==> src/rtl/pipeline_pkg.sv <==
// Shared types and codes for the pipeline hazard controller: memory FSM states,
// operand-forward select codes, the load result-select code and a RAW match helper.
package pipeline_pkg;

  typedef enum logic [1:0] {
    RUN      = 2'b00,
    MEM_WAIT = 2'b01,
    ERROR    = 2'b10
  } mem_state_e;

  localparam logic [1:0] FWD_RF  = 2'b00;
  localparam logic [1:0] FWD_MEM = 2'b10;
  localparam logic [1:0] FWD_WB  = 2'b01;

  localparam logic [1:0] RESULT_SRC_LOAD = 2'b01;

  // x0 is hardwired to zero, so a write to it never creates a dependency.
  function automatic logic rd_hit(input logic [4:0] rd, input logic we,
                                  input logic [4:0] rs, input logic used);
    return used && we && (rd != 5'd0) && (rd == rs);
  endfunction

endpackage

==> src/rtl/mem_wait_fsm.sv <==
// Data-memory handshake FSM: tracks an outstanding request, counts wait cycles
// and latches into ERROR when MEM_TIMEOUT wait cycles pass without dmem_ack.
module mem_wait_fsm
  import pipeline_pkg::*;
#(
  parameter int MEM_TIMEOUT = 255
) (
  input  logic clk,
  input  logic rst_n,
  input  logic mem_access,
  input  logic dmem_ack,
  output logic mem_req,
  output logic mem_stall,
  output logic ack_wait,
  output logic mem_err
);

  localparam int WAIT_W = $clog2(MEM_TIMEOUT + 1);

  mem_state_e        state_q, state_d;
  logic [WAIT_W-1:0] wait_cnt_q, wait_cnt_d;

  always_ff @(posedge clk or negedge rst_n) begin
    if (!rst_n) begin
      state_q    <= RUN;
      wait_cnt_q <= '0;
    end else begin
      state_q    <= state_d;
      wait_cnt_q <= wait_cnt_d;
    end
  end

  always_comb begin
    state_d    = state_q;
    wait_cnt_d = wait_cnt_q;
    mem_req    = 1'b0;
    mem_stall  = 1'b0;
    ack_wait   = 1'b0;
    mem_err    = 1'b0;
    case (state_q)
      RUN: begin
        mem_req = mem_access;
        if (mem_access && !dmem_ack) begin
          state_d    = MEM_WAIT;
          wait_cnt_d = '0;
          mem_stall  = 1'b1;
        end
      end
      MEM_WAIT: begin
        mem_req = 1'b1;
        if (dmem_ack) begin
          state_d  = RUN;
          ack_wait = 1'b1;
        end else begin
          mem_stall  = 1'b1;
          wait_cnt_d = wait_cnt_q + WAIT_W'(1);
          if (int'(wait_cnt_q) + 1 >= MEM_TIMEOUT) begin
            state_d = ERROR;
          end
        end
      end
      ERROR: begin
        mem_err = 1'b1;
      end
      default: begin
        state_d = RUN;
      end
    endcase
  end

endmodule

==> src/rtl/pipeline_ctrl.sv <==
// Five-stage pipeline hazard controller: memory stalls, branch flushes, RAW stalls
// and operand forwarding. Define PIPELINE_CTRL_FORWARDING_EN to forward instead of stall.
module pipeline_ctrl
  import pipeline_pkg::*;
#(
  parameter int MEM_TIMEOUT = 255,
  parameter int CNT_W       = 32
) (
  input  logic             clk,
  input  logic             rst_n,
  input  logic             imem_ready,
  input  logic [4:0]       id_rs1,
  input  logic [4:0]       id_rs2,
  input  logic             id_use_rs1,
  input  logic             id_use_rs2,
  input  logic [4:0]       ex_rs1,
  input  logic [4:0]       ex_rs2,
  input  logic [4:0]       ex_rd,
  input  logic             ex_reg_write,
  input  logic [1:0]       ex_result_src,
  input  logic             ex_pc_src,
  input  logic [4:0]       mem_rd,
  input  logic             mem_reg_write,
  input  logic             mem_access,
  input  logic [4:0]       wb_rd,
  input  logic             wb_reg_write,
  input  logic             dmem_ack,
  output logic             dmem_req,
  output logic             stall_f,
  output logic             stall_d,
  output logic             stall_e,
  output logic             stall_m,
  output logic             flush_d,
  output logic             flush_e,
  output logic             flush_w,
  output logic [1:0]       fwd_a_e,
  output logic [1:0]       fwd_b_e,
  output logic             bus_error,
  output logic [CNT_W-1:0] stall_cnt
);

  logic mem_req, mem_stall, ack_wait, mem_err;

  mem_wait_fsm #(
    .MEM_TIMEOUT(MEM_TIMEOUT)
  ) u_mem_wait_fsm (
    .clk       (clk),
    .rst_n     (rst_n),
    .mem_access(mem_access),
    .dmem_ack  (dmem_ack),
    .mem_req   (mem_req),
    .mem_stall (mem_stall),
    .ack_wait  (ack_wait),
    .mem_err   (mem_err)
  );

  logic       load_use, raw_hazard, hazard;
  logic [1:0] fwd_a, fwd_b;

`ifdef PIPELINE_CTRL_FORWARDING_EN
  // Mem stage holds the younger result, so it wins over writeback.
  function automatic logic [1:0] fwd_sel(input logic [4:0] rs,
                                         input logic [4:0] m_rd, input logic m_we,
                                         input logic [4:0] w_rd, input logic w_we);
    if (rd_hit(m_rd, m_we, rs, 1'b1)) return FWD_MEM;
    if (rd_hit(w_rd, w_we, rs, 1'b1)) return FWD_WB;
    return FWD_RF;
  endfunction
`else
  logic unused_ex_rs;
  assign unused_ex_rs = ^{ex_rs1, ex_rs2};
`endif

  always_comb begin
    load_use = (ex_result_src == RESULT_SRC_LOAD) &&
               (rd_hit(ex_rd, ex_reg_write, id_rs1, id_use_rs1) ||
                rd_hit(ex_rd, ex_reg_write, id_rs2, id_use_rs2));
`ifdef PIPELINE_CTRL_FORWARDING_EN
    raw_hazard = 1'b0;
    fwd_a      = fwd_sel(ex_rs1, mem_rd, mem_reg_write, wb_rd, wb_reg_write);
    fwd_b      = fwd_sel(ex_rs2, mem_rd, mem_reg_write, wb_rd, wb_reg_write);
`else
    raw_hazard = rd_hit(ex_rd,  ex_reg_write,  id_rs1, id_use_rs1) ||
                 rd_hit(ex_rd,  ex_reg_write,  id_rs2, id_use_rs2) ||
                 rd_hit(mem_rd, mem_reg_write, id_rs1, id_use_rs1) ||
                 rd_hit(mem_rd, mem_reg_write, id_rs2, id_use_rs2) ||
                 rd_hit(wb_rd,  wb_reg_write,  id_rs1, id_use_rs1) ||
                 rd_hit(wb_rd,  wb_reg_write,  id_rs2, id_use_rs2);
    fwd_a      = FWD_RF;
    fwd_b      = FWD_RF;
`endif
    hazard = load_use || raw_hazard;
  end

  // Branch redirect waits out the ack cycle of a stalled access; execute still holds it.
  always_comb begin
    dmem_req = 1'b0;
    stall_f  = 1'b0;
    stall_d  = 1'b0;
    stall_e  = 1'b0;
    stall_m  = 1'b0;
    flush_d  = 1'b0;
    flush_e  = 1'b0;
    flush_w  = 1'b0;
    fwd_a_e  = FWD_RF;
    fwd_b_e  = FWD_RF;
    if (rst_n) begin
      dmem_req = mem_req;
      fwd_a_e  = fwd_a;
      fwd_b_e  = fwd_b;
      if (mem_err) begin
        stall_f = 1'b1;
        stall_d = 1'b1;
        stall_e = 1'b1;
        stall_m = 1'b1;
      end else if (mem_stall) begin
        stall_f = 1'b1;
        stall_d = 1'b1;
        stall_e = 1'b1;
        stall_m = 1'b1;
        flush_w = 1'b1;
      end else if (ex_pc_src && !ack_wait) begin
        flush_d = 1'b1;
        flush_e = 1'b1;
      end else if (hazard) begin
        stall_f = 1'b1;
        stall_d = 1'b1;
        flush_e = 1'b1;
      end else if (!imem_ready) begin
        stall_f = 1'b1;
        flush_d = 1'b1;
      end
    end
  end

  assign bus_error = mem_err;

  logic [CNT_W-1:0] stall_cnt_q, stall_cnt_d;

  always_comb begin
    stall_cnt_d = stall_cnt_q + CNT_W'(stall_f);
  end

  always_ff @(posedge clk or negedge rst_n) begin
    if (!rst_n) begin
      stall_cnt_q <= '0;
    end else begin
      stall_cnt_q <= stall_cnt_d;
    end
  end

  assign stall_cnt = stall_cnt_q;

endmodule

==> config.mk <==
export PLATFORM = sky130hd
export DESIGN_NAME = pipeline_ctrl
export DESIGN_NICKNAME = d
export VERILOG_FILES = /design/src/rtl/pipeline_pkg.sv /design/src/rtl/mem_wait_fsm.sv /design/src/rtl/pipeline_ctrl.sv
export SDC_FILE = /design/constraint.sdc
export NUM_CORES = 1
export LEC_CHECK = 0
export BUFFER_PORTS_ARGS = -buffer_cell sky130_fd_sc_hd__buf_2
export CORE_UTILIZATION = 49
export DETAILED_ROUTE_END_ITERATION = 10
export PLACE_DENSITY = 0.8
export SETUP_SLACK_MARGIN = 0.1
export SYNTH_ARGS = -nofsm -noshare
export SYNTH_HDL_FRONTEND = slang
export SYNTH_SLANG_ARGS = --single-unit
==> constraint.sdc <==
create_clock -name clk -period 3.1 [get_ports clk]
set_clock_uncertainty 0.2 [all_clocks]
set_input_delay 0.62 -clock clk [delete_from_list [all_inputs] [get_ports clk]]
set_output_delay 0.62 -clock clk [all_outputs]
set_load 0.05 [all_outputs]
* Yosys cells after proc, flatten, opt, wreduce, memory -nomap -nowiden *
Cells that the tools add are included.

operators by class
  add/subtract/negate cells = 3
  $lt $le $gt $ge = 1
  equal/unequal tests = 12
  mux-type cells = 40
  bitwise operators = 1
  reduce and logical (&&, ||, !) cells = 36

operators with widths
  cell                   count
  $add A32 B1 Y32        1
  $ge A32 B9 Y1 const B  1
  $mux W1                31
  $eq A5 B5 Y1           6
  $logic_and A1 B1 Y1    21
  $mux W8                2
  $pmux W8 S2            1
  $reduce_bool A5 Y1     3
  $add A8 B1 Y9 const B  1
  $add A8 B1 Y8 const B  1
  $logic_or A1 B1 Y1     6
  $mux W2                3
  $pmux W2 S3            1
  $reduce_and A3 Y1      2
  $eq A2 B1 Y1 const B   2
  $pmux W1 S2            2
  $ne A3 B2 Y1 const B   1
  $eq A2 B2 Y1 const B   1
  $logic_not A1 Y1       2
  $logic_not A2 Y1       1
  $ne A2 B1 Y1 const B   1
  $ne A2 B2 Y1 const B   1
  $reduce_bool A2 Y1     1
  $not A1 Y1             1

storage, ports and cells
  register bits = 42
  output and inout port bits = 45
  word-level logic and storage cells = 96

* Depth between registers and ports, before layout *
  word-level depth = 15
  mapped depth = 13
  mapped depth without buffers = 11

* By module *
A second synthesis with hierarchy kept.

second synthesis, totals
  cell total of the unflattened synthesis = 247
  area total of the unflattened synthesis = 2,498.6 um^2

modules (own cells, without submodules)
  module         instances  cells each  area an instance (um^2)
  pipeline_ctrl  1          184         1,921.8
  mem_wait_fsm   1          63          576.8

* Least setup slack after synthesis *
OpenSTA, ideal clock, no wires.

  kind = flip-flop to flip-flop
  start point = register u_mem_wait_fsm.state_q[0]
  end point = register stall_cnt_q[30] (netlist: stall_cnt[30])
  arrival time = 3.844 ns
  slack = -1.026 ns
  stages on the path, launching flop included = 12
  buffers on the path = 1
  path through = dfrtp_1 -> nor2b_1 -> nand2b_1 -> o21ai_0 -> a41oi_1 -> ha_1 -> ha_1 -> and3_1 -> clkbuf_2 -> nand4_4 -> nor3_1 -> xor2_1

RTL lines
  element                 RTL line              RTL
  start, declared         mem_wait_fsm.sv:20    mem_state_e state_q, state_d;
  start signal, assigned  mem_wait_fsm.sv:28    state_q <= state_d;
  $eq A2 B2 Y1            mem_wait_fsm.sv:40    case (state_q)
  $mux W1                 mem_wait_fsm.sv:40
  via bus_error           pipeline_ctrl.sv:38   output logic bus_error,
  $mux W1                 pipeline_ctrl.sv:111  if (mem_err) begin
  $mux W1                 pipeline_ctrl.sv:107  if (rst_n) begin
  via stall_f             pipeline_ctrl.sv:29   output logic stall_f,
  $add A32 B1 Y32         pipeline_ctrl.sv:141  stall_cnt_d = stall_cnt_q + CNT_W'(stall_f);
  via stall_cnt_d[30]     pipeline_ctrl.sv:138  logic [CNT_W-1:0] stall_cnt_q, stall_cnt_d;
  end signal, assigned    pipeline_ctrl.sv:148  stall_cnt_q <= stall_cnt_d;
  end, declared           pipeline_ctrl.sv:138

The timed path passes the listed nets, and every way through them passes these cells.
A chain may end at the register's enable or synchronous reset.

* Worst setup path in the final report *
  start point = input port wb_rd[1]
  end point = output port stall_f

on the way
  longest elaborated chain between the ends = 11

ends and longest elaborated chain
  element                            RTL line              RTL
  start, declared                    pipeline_ctrl.sv:25   input logic [4:0] wb_rd,
  $reduce_bool A5 Y1                 pipeline_pkg.sv:20    return used && we && (rd != 5'd0) && (rd == rs);
  $logic_and A1 B1 Y1 (2 in series)  pipeline_pkg.sv:20
  $logic_or A1 B1 Y1                 pipeline_ctrl.sv:86   rd_hit(mem_rd, mem_reg_write, id_rs2, id_use_rs2) ||
  $logic_or A1 B1 Y1 *               pipeline_ctrl.sv:87   rd_hit(wb_rd, wb_reg_write, id_rs1, id_use_rs1) ||
  $logic_or A1 B1 Y1 *               pipeline_ctrl.sv:92   hazard = load_use || raw_hazard;
  $mux W1 *                          pipeline_ctrl.sv:125  end else if (hazard) begin
  $mux W1 *                          pipeline_ctrl.sv:122  end else if (ex_pc_src && !ack_wait) begin
  $mux W1 *                          pipeline_ctrl.sv:116  end else if (mem_stall) begin
  $mux W1 *                          pipeline_ctrl.sv:111
  $mux W1 *                          pipeline_ctrl.sv:107
  end, declared                      pipeline_ctrl.sv:29

Mark *: on every way between the ends. The rest lies on a longest branch, timed or not.

==> impl_metrics.tcl <==
set metrics [dict create \
    rsz0062_at_grt "yes" \
    placement.io_buffers 76 \
    floorplan.initialDensity_pct 51.5 \
    route.vias.total 2140 \
    synth_largest_type_area_fraction_pct 42.6 \
    p_comb_share_pct 27.5 \
    cts-buffers-inserted 5 \
    tritoncts "done" \
    pre_antenna_drt_iters 4 \
    pre_cts_slack_ps -39.9 \
    syn_inst 253 \
    tightest_slew_ps 522 \
    routed_wl_mm 5.52 \
    power.switching_fraction_pct 35.1 \
    clock_latency_at_the_later_pin_of_the_worst_skew_pair_ps 300 \
    postSynthAreaPerCell_um2 9.74 \
    htree_num_levels 2 \
    final_cell_area_mm2 0.00326 \
    vias_per_cell 5.19 \
    finalMaxSlewViolations 0 \
    antenna_found_initial 0 \
    gr-total-overflow 0 \
    core_region_area_mm2 0.00479 \
    count_of_hold_fix_buffers_inserted_at_cts 0 \
    layout_commonest_cell "buf_2" \
    post_synth_num_cell_types 39 \
    grt_pass1_vias 2037 \
    synth_area_leader_cell "dfrtp_1" \
    report.final.hold_viol_count 0 \
    switching_power_uw 522 \
    prevailing_post_synth_register_cell "dfrtp_1" \
    die_w_um 72.9 \
    timing.critical_path.to_type "output port" \
    route.layer.met1.wl_mm 2.44 \
    post-route-period-util_pct 96.3 \
    critPathArrivalTime_ps 2170 \
    final_nets 396 \
    critPathRequiredTime_ps 2280 \
    crit_type "primary input to output port" \
    setup-violations-final 0 \
    max_freq_ghz 0.335 \
    kind_of_path_behind_the_tightest_hold_check "primary input to asynchronous set/reset pin" \
    cell_internal_pwr_uw 965 \
    final_antenna_net_count 0 \
    place_congestion 0.934 \
    outcome "completed" \
    grt_util_all_layers_pct 21.3 \
    clkSinkCount 42 \
    headroom_to_the_max_slew_limit_pct 65.2 \
    dr.max_layer_used "met4" \
    die_height_um 72.9 \
    cts_root_buf "clkbuf_8" \
    async_reset_ff_share_pct 100 \
    power.density_cell_area_mw_per_mm2 456 \
    placed_area_mm2 0.00308 \
    wire_per_inst_um 13.4 \
    drt_iter0_markers 89 \
    fp.dieArea_mm2 0.00532 \
    wire_length_of_the_first_global_routing_pass_mm 8.84 \
    diodes 0 \
    placementRows 25 \
    post_synth_instance_area_mm2 0.00246 \
    flow.area_growth_from_synthesis_pct 32.2 \
    pwr-share-seq_pct 43.4 \
    rrSetupSlack_ps 420 \
    detailed_place_hpwl_mm 4.10 \
    cts_max_path_buffers 2 \
    power.clock.fraction_pct 29.1 \
    pin_count 93 \
    synth.ff_latch_count 42 \
    final_layout_size_suffix_gt1_share_pct 35.4 \
    layout_common_cells "buf_2 (71), xnor2_1 (51), dfrtp_1 (42), nand2_1 (30), buf_4 (14)" \
    timing.critical_path.from_type "primary input" \
    critPathMaxFanout 3 \
    maximum_number_of_pins_on_one_net_before_global_route_repair 43 \
    met3WireLength_um 230 \
    yosys-top-cells-area "dfrtp_1 (43%), xnor2_1 (18%), nand2_1 (4.9%)" \
    leakage_uw 0.00158 \
    clk_transition_reported_paths_ps 80 \
    synth_warnings 0 \
    max_cap_violations 0 \
    synth-edff-count 0 \
    drcViolationCount 0 \
    final_critical_path_setup_slack_ps 115 \
    peakVddDrop_v 0.000383 \
    setup_tns_ps 0 \
    routed-wl-met2_mm 2.77 \
    part_of_the_yosys_area_used_for_sequential_elements_pct 42.6 \
    timing.final.crit_period_ps 2990 \
]
path summary, 6_finish.rpt:
path	from	depth (start not counted)	end
max	wb_rd[1]	7	stall_f
min	rst_n	2	stall_cnt[7]
max reg2reg	u_mem_wait_fsm.state_q[1]	11	stall_cnt[30]
min reg2reg	stall_cnt[31]	1	stall_cnt[31]
max in group asynchronous	rst_n	2	stall_cnt[8]
min in group clk	stall_cnt[31]	1	stall_cnt[31]
Yosys cell counts, types with 2 or more instances:
library cell   n
a31oi_1        2
and3_1         8
and4_1         2
buf_4          5
dfrtp_1       42
ha_1           4
inv_1          7
nand2_1       32
nand2b_1       3
nand3_1       13
nand4_1       11
nand4_4        2
nor2_1        14
nor2b_1        2
nor3_1         8
o21ai_0       12
o22ai_1        3
or4_1          2
xnor2_1       51
xor2_1        11
registers in the layout, indices dropped and copies added (netlist names):
name,cells
stall_cnt,32
u_mem_wait_fsm.wait_cnt_q,8
u_mem_wait_fsm.state_q,2
cell families (layout without fill, tap and decap cells):
group                      Yosys count  in the layout  share of synthesized area (%)
xor gates and xnor gates            62             62                           22.0
other                                1              4                          0.152
buffers and inverters               14            103                           2.94
adders and majority gates            4              4                           2.03
DFF                                 42             42                           42.6
and+or+nand+nor                    101            101                           22.3
AOI/OAI and AO/OA                   29             29                           7.92
power groups by stage:
stage | logic [uW] | clock network [uW] | registers [uW]
2_1_floorplan | 162 | 0 | 770
3_3_place_gp | 393 | 0 | 653
3_5_place_dp | 402 | 0 | 657
4_1_cts | 404 | 442 | 645
5_1_grt | 440 | 465 | 652
6_report | 409 | 432 | 645
metal layers:
metal / GRT usage, % / vias to the layer above
li1: - / 1049
met1: 26.7 / 1031
met2: 36.8 / 55
met3: 4.14 / 5
met4: 6.97 / 0
met5: 0 / -
repair_timing:
item | 4_1_cts | 5_1_grt
gates resized for setup | 1 | 16
endpoints found under the setup margin | 1 | 11
buffers inserted | 1 | 1
pin swaps | 1 | 3
worst max-delay path: stages:
cell	delay, ps
buf_8	100
or4_4	510
o21a_1	200
a32oi_2	210
buf_4	160
a41oi_4	130
buf_4	230
layout make-up:
cell class	count	area, um^2
Clock buffer	6	72.6
Clock inverter	2	37.5
Fill cell	373	1530
Inverter	7	26.3
Multi-Input combinational cell	200	1490
Sequential cell	42	1050
Tap cell	67	83.8
Timing Repair Buffer	88	502
per-stage QoR:
step | total power, uW | hold slack (ps) | utilization (%) | std cells
after global routing | 1560 | 262 | 68.1 | 412
final | 1490 | 224 | 68.1 | 412
after floorplan | 932 | 124 | - | 256
after detailed placement | 1060 | 266 | 64.4 | 402
after global placement | 1050 | 255 | 64.4 | 402
after CTS | 1490 | 229 | 67.0 | 411
Power figures use the tool's default switching activity.
